$ cat src/rtl/instr_fetch_ctrl.sv
// Instruction fetch controller: owns the PC, drives the combinational instruction
// memory and buffers {pc, instr} pairs in a small queue toward decode.
module instr_fetch_ctrl #(
  parameter logic [31:0] RESET_PC = 32'h0000_0000,
  parameter int          FQ_DEPTH = 2
) (
  input  logic        clk,
  input  logic        rst_n,
  input  logic        fetch_en,
  output logic [31:0] imem_addr,
  input  logic [31:0] imem_instr,
  input  logic        redirect_valid,
  input  logic [31:0] redirect_pc,
  output logic        out_valid,
  input  logic        out_ready,
  output logic [31:0] out_instr,
  output logic [31:0] out_pc,
  output logic        fault,
  output logic [31:0] fault_pc
);

  localparam int PTR_W = $clog2(FQ_DEPTH);
  localparam int CNT_W = PTR_W + 1;
  localparam logic [PTR_W-1:0] PTR_ONE  = PTR_W'(1);
  localparam logic [CNT_W-1:0] CNT_ONE  = CNT_W'(1);
  localparam logic [CNT_W-1:0] CNT_FULL = CNT_W'(FQ_DEPTH);

  typedef enum logic {RUN, FAULT} state_t;

  typedef struct packed {
    logic [31:0] pc;
    logic [31:0] instr;
  } fq_entry_t;

  state_t            state_q, state_d;
  logic [31:0]       pc_q, pc_d;
  logic [31:0]       fault_pc_q, fault_pc_d;
  logic [PTR_W-1:0]  rd_ptr_q, rd_ptr_d;
  logic [PTR_W-1:0]  wr_ptr_q, wr_ptr_d;
  logic [CNT_W-1:0]  count_q, count_d;
  fq_entry_t         fq_mem [FQ_DEPTH];
  logic              dequeue;
  logic              push;

  // The memory address comes straight from the PC flop, so imem timing never
  // depends on redirect or handshake inputs.
  assign imem_addr = pc_q;
  assign out_valid = (count_q != '0) && (state_q == RUN);
  assign dequeue   = out_valid && out_ready;
  assign out_pc    = fq_mem[rd_ptr_q].pc;
  assign out_instr = fq_mem[rd_ptr_q].instr;
  assign fault     = (state_q == FAULT);
  assign fault_pc  = fault_pc_q;

  always_comb begin
    // NOTE: every signal gets its hold value first so no path can leave it unassigned (no latches).
    state_d    = state_q;
    pc_d       = pc_q;
    fault_pc_d = fault_pc_q;
    rd_ptr_d   = rd_ptr_q;
    wr_ptr_d   = wr_ptr_q;
    count_d    = count_q;
    push       = 1'b0;

    if (redirect_valid) begin
      // Redirect wins over everything: flush the queue, then retarget or fault.
      count_d  = '0;
      rd_ptr_d = '0;
      wr_ptr_d = '0;
      if (redirect_pc[1:0] == 2'b00) begin
        pc_d    = redirect_pc;
        state_d = RUN;
      end else begin
        state_d    = FAULT;
        fault_pc_d = redirect_pc;
      end
    end else if (state_q == RUN) begin
      // A full queue may still accept a word when the head leaves on the same edge.
      push = fetch_en && ((count_q < CNT_FULL) || dequeue);
      if (dequeue) rd_ptr_d = rd_ptr_q + PTR_ONE;
      if (push) begin
        wr_ptr_d = wr_ptr_q + PTR_ONE;
        pc_d     = pc_q + 32'd4;
      end
      case ({push, dequeue})
        2'b10:   count_d = count_q + CNT_ONE;
        2'b01:   count_d = count_q - CNT_ONE;
        default: count_d = count_q;
      endcase
    end
  end

  always_ff @(posedge clk or negedge rst_n) begin
    if (!rst_n) begin
      // NOTE: sequential state uses non-blocking assignments so every flop samples pre-edge values.
      state_q    <= RUN;
      pc_q       <= RESET_PC;
      fault_pc_q <= '0;
      rd_ptr_q   <= '0;
      wr_ptr_q   <= '0;
      count_q    <= '0;
    end else begin
      state_q    <= state_d;
      pc_q       <= pc_d;
      fault_pc_q <= fault_pc_d;
      rd_ptr_q   <= rd_ptr_d;
      wr_ptr_q   <= wr_ptr_d;
      count_q    <= count_d;
    end
  end

  always_ff @(posedge clk or negedge rst_n) begin
    if (!rst_n) begin
      // NOTE: the queue storage is reset because the head is visible on out_pc/out_instr,
      // which must read zero out of reset; it is only FQ_DEPTH entries.
      for (int i = 0; i < FQ_DEPTH; i++) fq_mem[i] <= '0;
    end else if (push) begin
      fq_mem[wr_ptr_q] <= '{pc: pc_q, instr: imem_instr};
    end
  end

endmodule

$ cat config.mk
export PLATFORM = sky130hd
export DESIGN_NAME = instr_fetch_ctrl
export DESIGN_NICKNAME = d
export VERILOG_FILES = /design/src/rtl/instr_fetch_ctrl.sv
export SDC_FILE = /design/constraint.sdc
export NUM_CORES = 1
export LEC_CHECK = 0
export CAP_MARGIN = 30
export CORE_UTILIZATION = 46
export CTS_CLUSTER_DIAMETER = 40
export DETAILED_ROUTE_END_ITERATION = 7
export HOLD_SLACK_MARGIN = 0.03
export PLACE_DENSITY = 0.76
export SLEW_MARGIN = 20
export SYNTH_ARGS = -nofsm -noshare
export SYNTH_HDL_FRONTEND = slang
export SYNTH_SLANG_ARGS = --single-unit
$ cat constraint.sdc
create_clock -name clk -period 1.7 [get_ports clk]
set_input_delay 0.17 -clock clk [delete_from_list [all_inputs] [get_ports clk]]
set_output_delay 0.17 -clock clk [all_outputs]
set_load 0.05 [all_outputs]
Word level (Yosys, flattened, before mapping). Index checks and enable logic that the tools add are counted. Widths: inputs -> output; s select.

$add $sub $neg: 5. Order comparisons: 4. Equal/unequal tests: 4. Muxes and demuxes: 22. Bitwise gates (word level): 4. Reductions and logical operators: 15.

Operators by type and width (number): $mux 64 (4); $bwmux 128 (1); $mux 32 (4); $demux 64 s1 (1); $add 32x3->32 const B (1); $mux 1 (9); $reduce_and 2->1 (4); $reduce_bool 2->1 (3); $ge 2x2->1 const B (2); $logic_and 1x1->1 (4); $mux 2 (2); $not 1->2 (2); $pmux 2 s2 (1); $reduce_and 3->1 (1); $reduce_bool 3->1 (1); $add 1x1->1 const B (2); $add 2x1->2 const B (1); $eq 2x1->1 const B (1); $eq 2x2->1 const B (1); $logic_not 2->1 (1); $lt 2x1->1 const B (1); $lt 2x2->1 const B (1); $ne 2x1->1 const B (1); $ne 2x2->1 const B (1); 3 further kinds (4).

Register bits after elaboration: 197. Input bits: 69. Logic and storage cells: 64.

Logic depth before layout (Yosys ltp).
Depth in word-level cells: 9. Mapped depth: 7.

Worst setup path before layout. Ideal clock, no wire load.

Path type: reg2reg. Start point: register state_q (netlist: fault). End point: register fq_mem[98] (netlist name). Setup time: 125 ps. Arrival: 1953 ps. Data required time: 1575 ps. Path slack: -378 ps. Cell stages (with the launch flop): 5. Period minus slack after synthesis: 2078 ps. Path through: dfrtp_1 nand2b_4 nor4_4 buf_6 mux2_2.

Cells in the longest elaborated chain, start to end: 7.

Ends and longest elaborated chain: start: declaration (line 35) `state_t state_q, state_d;`; start signal: assignment (line 103) `state_q <= state_d;`; $not 1->1; $logic_and 1x1->1 (line 48) `assign out_valid = (count_q != '0) && (state_q == RUN);`; $logic_and 1x1->1 (line 49) `assign dequeue = out_valid && out_ready;`; $logic_or 1x1->1 (line 79) `push = fetch_en && ((count_q < CNT_FULL) || dequeue);`; $logic_and 1x1->1 (line 79); $mux 1 (*) (line 77) `end else if (state_q == RUN) begin`; $mux 1 (*) (line 65) `if (redirect_valid) begin`; end signal: indexed assignment (line 118) `fq_mem[wr_ptr_q] <= '{pc: pc_q, instr: imem_instr};`; end: declaration (line 41) `fq_entry_t fq_mem [FQ_DEPTH];`.

Every way passes the cells marked *; elsewhere a longest branch is shown, timed or not. A chain may end at the register's enable or synchronous reset.

Final worst setup path.
Start point: register rd_ptr_q. End point: output out_pc[21].

Cells in the longest elaborated chain, start to end: 4.

Ends and longest elaborated chain: start: declaration (line 38) `logic [PTR_W-1:0] rd_ptr_q, rd_ptr_d;`; start signal: assignment (line 106) `rd_ptr_q <= rd_ptr_d;`; $not 1->2 (not written as such) (line 50) `assign out_pc = fq_mem[rd_ptr_q].pc;`; $mux 64 (3 in series); end: declaration (line 17) `output logic [31:0] out_pc,`.

No other way between the ends. The select of a mux whose other input is x is not followed.

==> impl_metrics.py <==
metrics = {
    "status": {
        "status": "complete, but fails checks",
        "violations": "setup timing",
    },
    "setup_path": {
        "worstPathRequired_ns": 1.53,
        "cp-start-kind": "register",
        "endpoint_kind": "output pin",
        "reg2reg_depth": 5,
        "critPathKind": "reg -> out",
        "r2r-start": "fault$_DFFE_PN0P_",
        "crit_arrival_ns": 1.72,
        "path_max_fanout": 15,
        "r2r_slack_ns": -0.07,
        "r2r-end": "fq_mem[115]$_DFFE_PN0P_",
    },
    "placed_design": {
        "pre_cts_ws_ns": -0.2426,
        "place_congestion": 0.8417,
        "hpwl_um": 16200,
        "io_buffer_count": 198,
        "place_inst": 1153,
    },
    "hold_path": {
        "hold_depth": 2,
        "hold_path_end": "count_q[1]$_DFFE_PN0P_",
        "holdCritPathClass": "in -> reg",
        "hold_start": "redirect_valid",
    },
    "floorplanning": {
        "core_region_area_um2": 19530,
        "start_util": 0.4699,
        "io_pins": 199,
        "die_y_um": 143.2,
        "die-area_um2": 20510,
        "die_w_um": 143.2,
        "rows": 51,
    },
    "finish": {
        "fin_cells": 1212,
        "areaGrowthSynthToFinish_pct": 45.07,
        "nets": 1004,
        "final_layout_size_suffix_gt1_frac": 0.5385,
        "num_antenna_cells": 0,
        "fin_util": 0.6817,
        "fill_cells": 1386,
    },
    "sta": {
        "slew_headroom": 0.6565,
        "finalMaxSlewViolations": 0,
        "setup_ws_ns": -0.1850,
        "finalHoldViolations": 0,
        "skew_ns": 0.01755,
        "worst_pin_slew_ns": 0.5173,
        "rsz0062_at_grt": "true",
        "setup_viol": 136,
        "layout_min_cycle_time_ns": 1.885,
        "finalCritPeriodShare": 1.109,
        "fmax_mhz": 530.5,
        "tns_ns": -11.82,
    },
    "logic_synthesis": {
        "syn_area_um2": 9175,
        "yosysSeqAreaShare": 0.5373,
        "syn_inst": 661,
        "synthesis.area_per_instance_um2": 13.88,
        "syn_nets": 731,
        "yosysUniqueCellTypes": 42,
        "ys_warn_count": 0,
        "synth-seq-cells": 197,
    },
    "global_routing": {
        "grt_pass1_wl_um": 37330,
        "antenna_found_initial": 0,
        "overflow": 0,
        "grt_start_max_net_pins": 56,
        "grt_pass1_vias": 6956,
        "track_usage": 0.2406,
    },
    "pwr": {
        "switching_share": 0.4053,
        "switchingPower_mw": 7.849,
        "seq_power_share": 0.339,
        "p_leak_nw": 6.081,
        "ir_drop_v": 0.0009304,
        "pwr-share-clk": 0.211,
        "finalPower_mw": 19.37,
        "combPwrFrac": 0.451,
        "internal-power_mw": 11.52,
        "p_per_area_nw_per_um2": 1455,
    },
    "clocking": {
        "path_clk_slew_ns": 0.07,
        "cts_max_level": 4,
        "numCtsBuffers": 17,
        "clock_latency_ns": 0.45,
        "cts.path.max_buffers": 2,
        "cts_tree": "done",
        "clock_sinks": 197,
        "cts_root_buf": "clkbuf_16",
    },
    "routing": {
        "first_pass_iters": 5,
        "drc": 0,
        "vias": 6524,
        "drt_iter0_markers": 239,
        "viasPerCell": 5.383,
        "wl_um": 25370,
        "final_antenna_net_count": 0,
        "wl_per_cell_um": 20.93,
    },
    "job": {
        "maxCapViolations": 0,
    },
}
area by class of cell:
type,count,area [µm²],area share
clock inverter,15,181.4,0.01363
sequential,197,4965,0.3730
multi-input combinational,423,4327,0.3251
inverter,1,3.754,0.0002820
timing repair buffer,294,3077,0.2312
tap,265,331.6,0.02491
clock buffer,17,425.4,0.03196
flip-flops by register name (all words and copies together), names as in the netlist:
signal / flops
fault_pc: 32
wr_ptr_q: 1
rd_ptr_q: 1
fault: 1
imem_addr: 32
fq_mem: 128
count_q: 2
power by group through the flow:
stage	clock [mW]	sequential [mW]	combinational [mW]
global route	4.33	6.70	9.13
finish	4.08	6.56	8.73
CTS	4.15	6.50	8.32
detailed placement	0	6.60	7.79
floorplan	0	7.52	4.18
global placement	0	6.49	7.66
cells in the final DEF, fill, tap and decap left out, drive strengths merged, types with 2 or more instances in the layout:
cell type	instances
nor2	12
dfrtp	197
and4	4
nor2b	4
nand4	13
nand3	14
a21oi	4
clkinv	7
and3	6
mux2i	35
and2	4
a22oi	2
inv	9
xor2	24
nor4	4
dlygate4sd2	28
xnor2	3
clkbuf	26
nor3	4
nand2	32
o31a	4
o21ai	14
clkdlybuf4s50	66
buf	190
mux2	232
metrics by stage:
step                      hold WS, ns  instance area [µm²]
after floorplan               -0.1256                 9264
after global placement        0.09040                11720
after detailed placement      0.09540                11720
after CTS                     0.05075                12710
after global routing          0.06277                13310
final                         0.07465                13310
synth_stat cells (all sizes together):
library cell	instances	area, µm²
buf	25	203.9
nor2	12	47.55
mux2	232	2613
mux2i	35	350.3
a311o	1	10.01
nand4	13	87.58
o31a	4	35.03
inv	1	3.750
nor4b	1	15.01
nand3	14	80.08
nor2b	4	32.53
and4b	1	10.01
xor2	24	210.2
nor4	4	55.05
nand3b	1	7.510
xnor2	3	26.28
a22oi	2	15.01
nand2b	1	13.76
clkbuf	15	56.30
ha	1	12.51
dfrtp	197	4930
nand2	32	120.1
o311ai	1	8.760
and4	4	35.03
and2	4	25.02
o21a	1	7.510
nor3	4	36.29
o21ai	14	70.06
a21oi	4	20.02
and3	6	37.54
per-layer routing:
layer / global-route usage / vias up / wire (µm)
met5: 0 / - / 0
met1: 0.2984 / 3386 / 10680
met3: 0.04058 / 34 / 1107
met4: 0.08175 / 0 / 535
met2: 0.4234 / 181 / 13040
li1: - / 2923 / -
critical path: stages (launching register included):
cell and delay, ns:
dfrtp_4 0.43, buf_12 0.13, buf_12 0.17, mux2_2 0.38, buf_6 0.16
repair_timing:
item,4_1_cts,5_1_grt
buffers inserted,5,7
hold endpoints to repair,197,0
hold buffers,1,0
gates cloned,4,11
endpoints found under the setup margin,98,145
resized for setup,106,92
pin swaps,4,16
logic make-up after synthesis:
group / after synthesis / synth area share
buffers and inverters: 41 / 0.02877
XOR/XNOR: 27 / 0.02577
AND/OR/NAND/NOR: 101 / 0.06573
flip-flops: 197 / 0.5373
multiplexers: 267 / 0.3229
AO/OA/AOI/OAI: 27 / 0.01814
adder cells (fa/ha/maj): 1 / 0.001363
worst max-delay path by stage:
stage	startpoint	endpoint	slack, ns	cells past startpoint
2_1_floorplan	fault$_DFFE_PN0P_	fq_mem[93]$_DFFE_PN0P_	-0.32	4
4_1_cts	rd_ptr_q$_DFFE_PN0P_	out_instr[8]	-0.19	4
3_5_place_dp	fetch_en	fq_mem[116]$_DFFE_PN0P_	-0.24	6
3_3_place_gp	fetch_en	imem_addr[27]$_DFFE_PN0P_	-0.23	7
6_report	rd_ptr_q$_DFFE_PN0P_	out_pc[21]	-0.19	4
5_1_grt	rd_ptr_q$_DFFE_PN0P_	out_pc[21]	-0.22	4
Note: power is estimated with default switching activity, not from simulation.
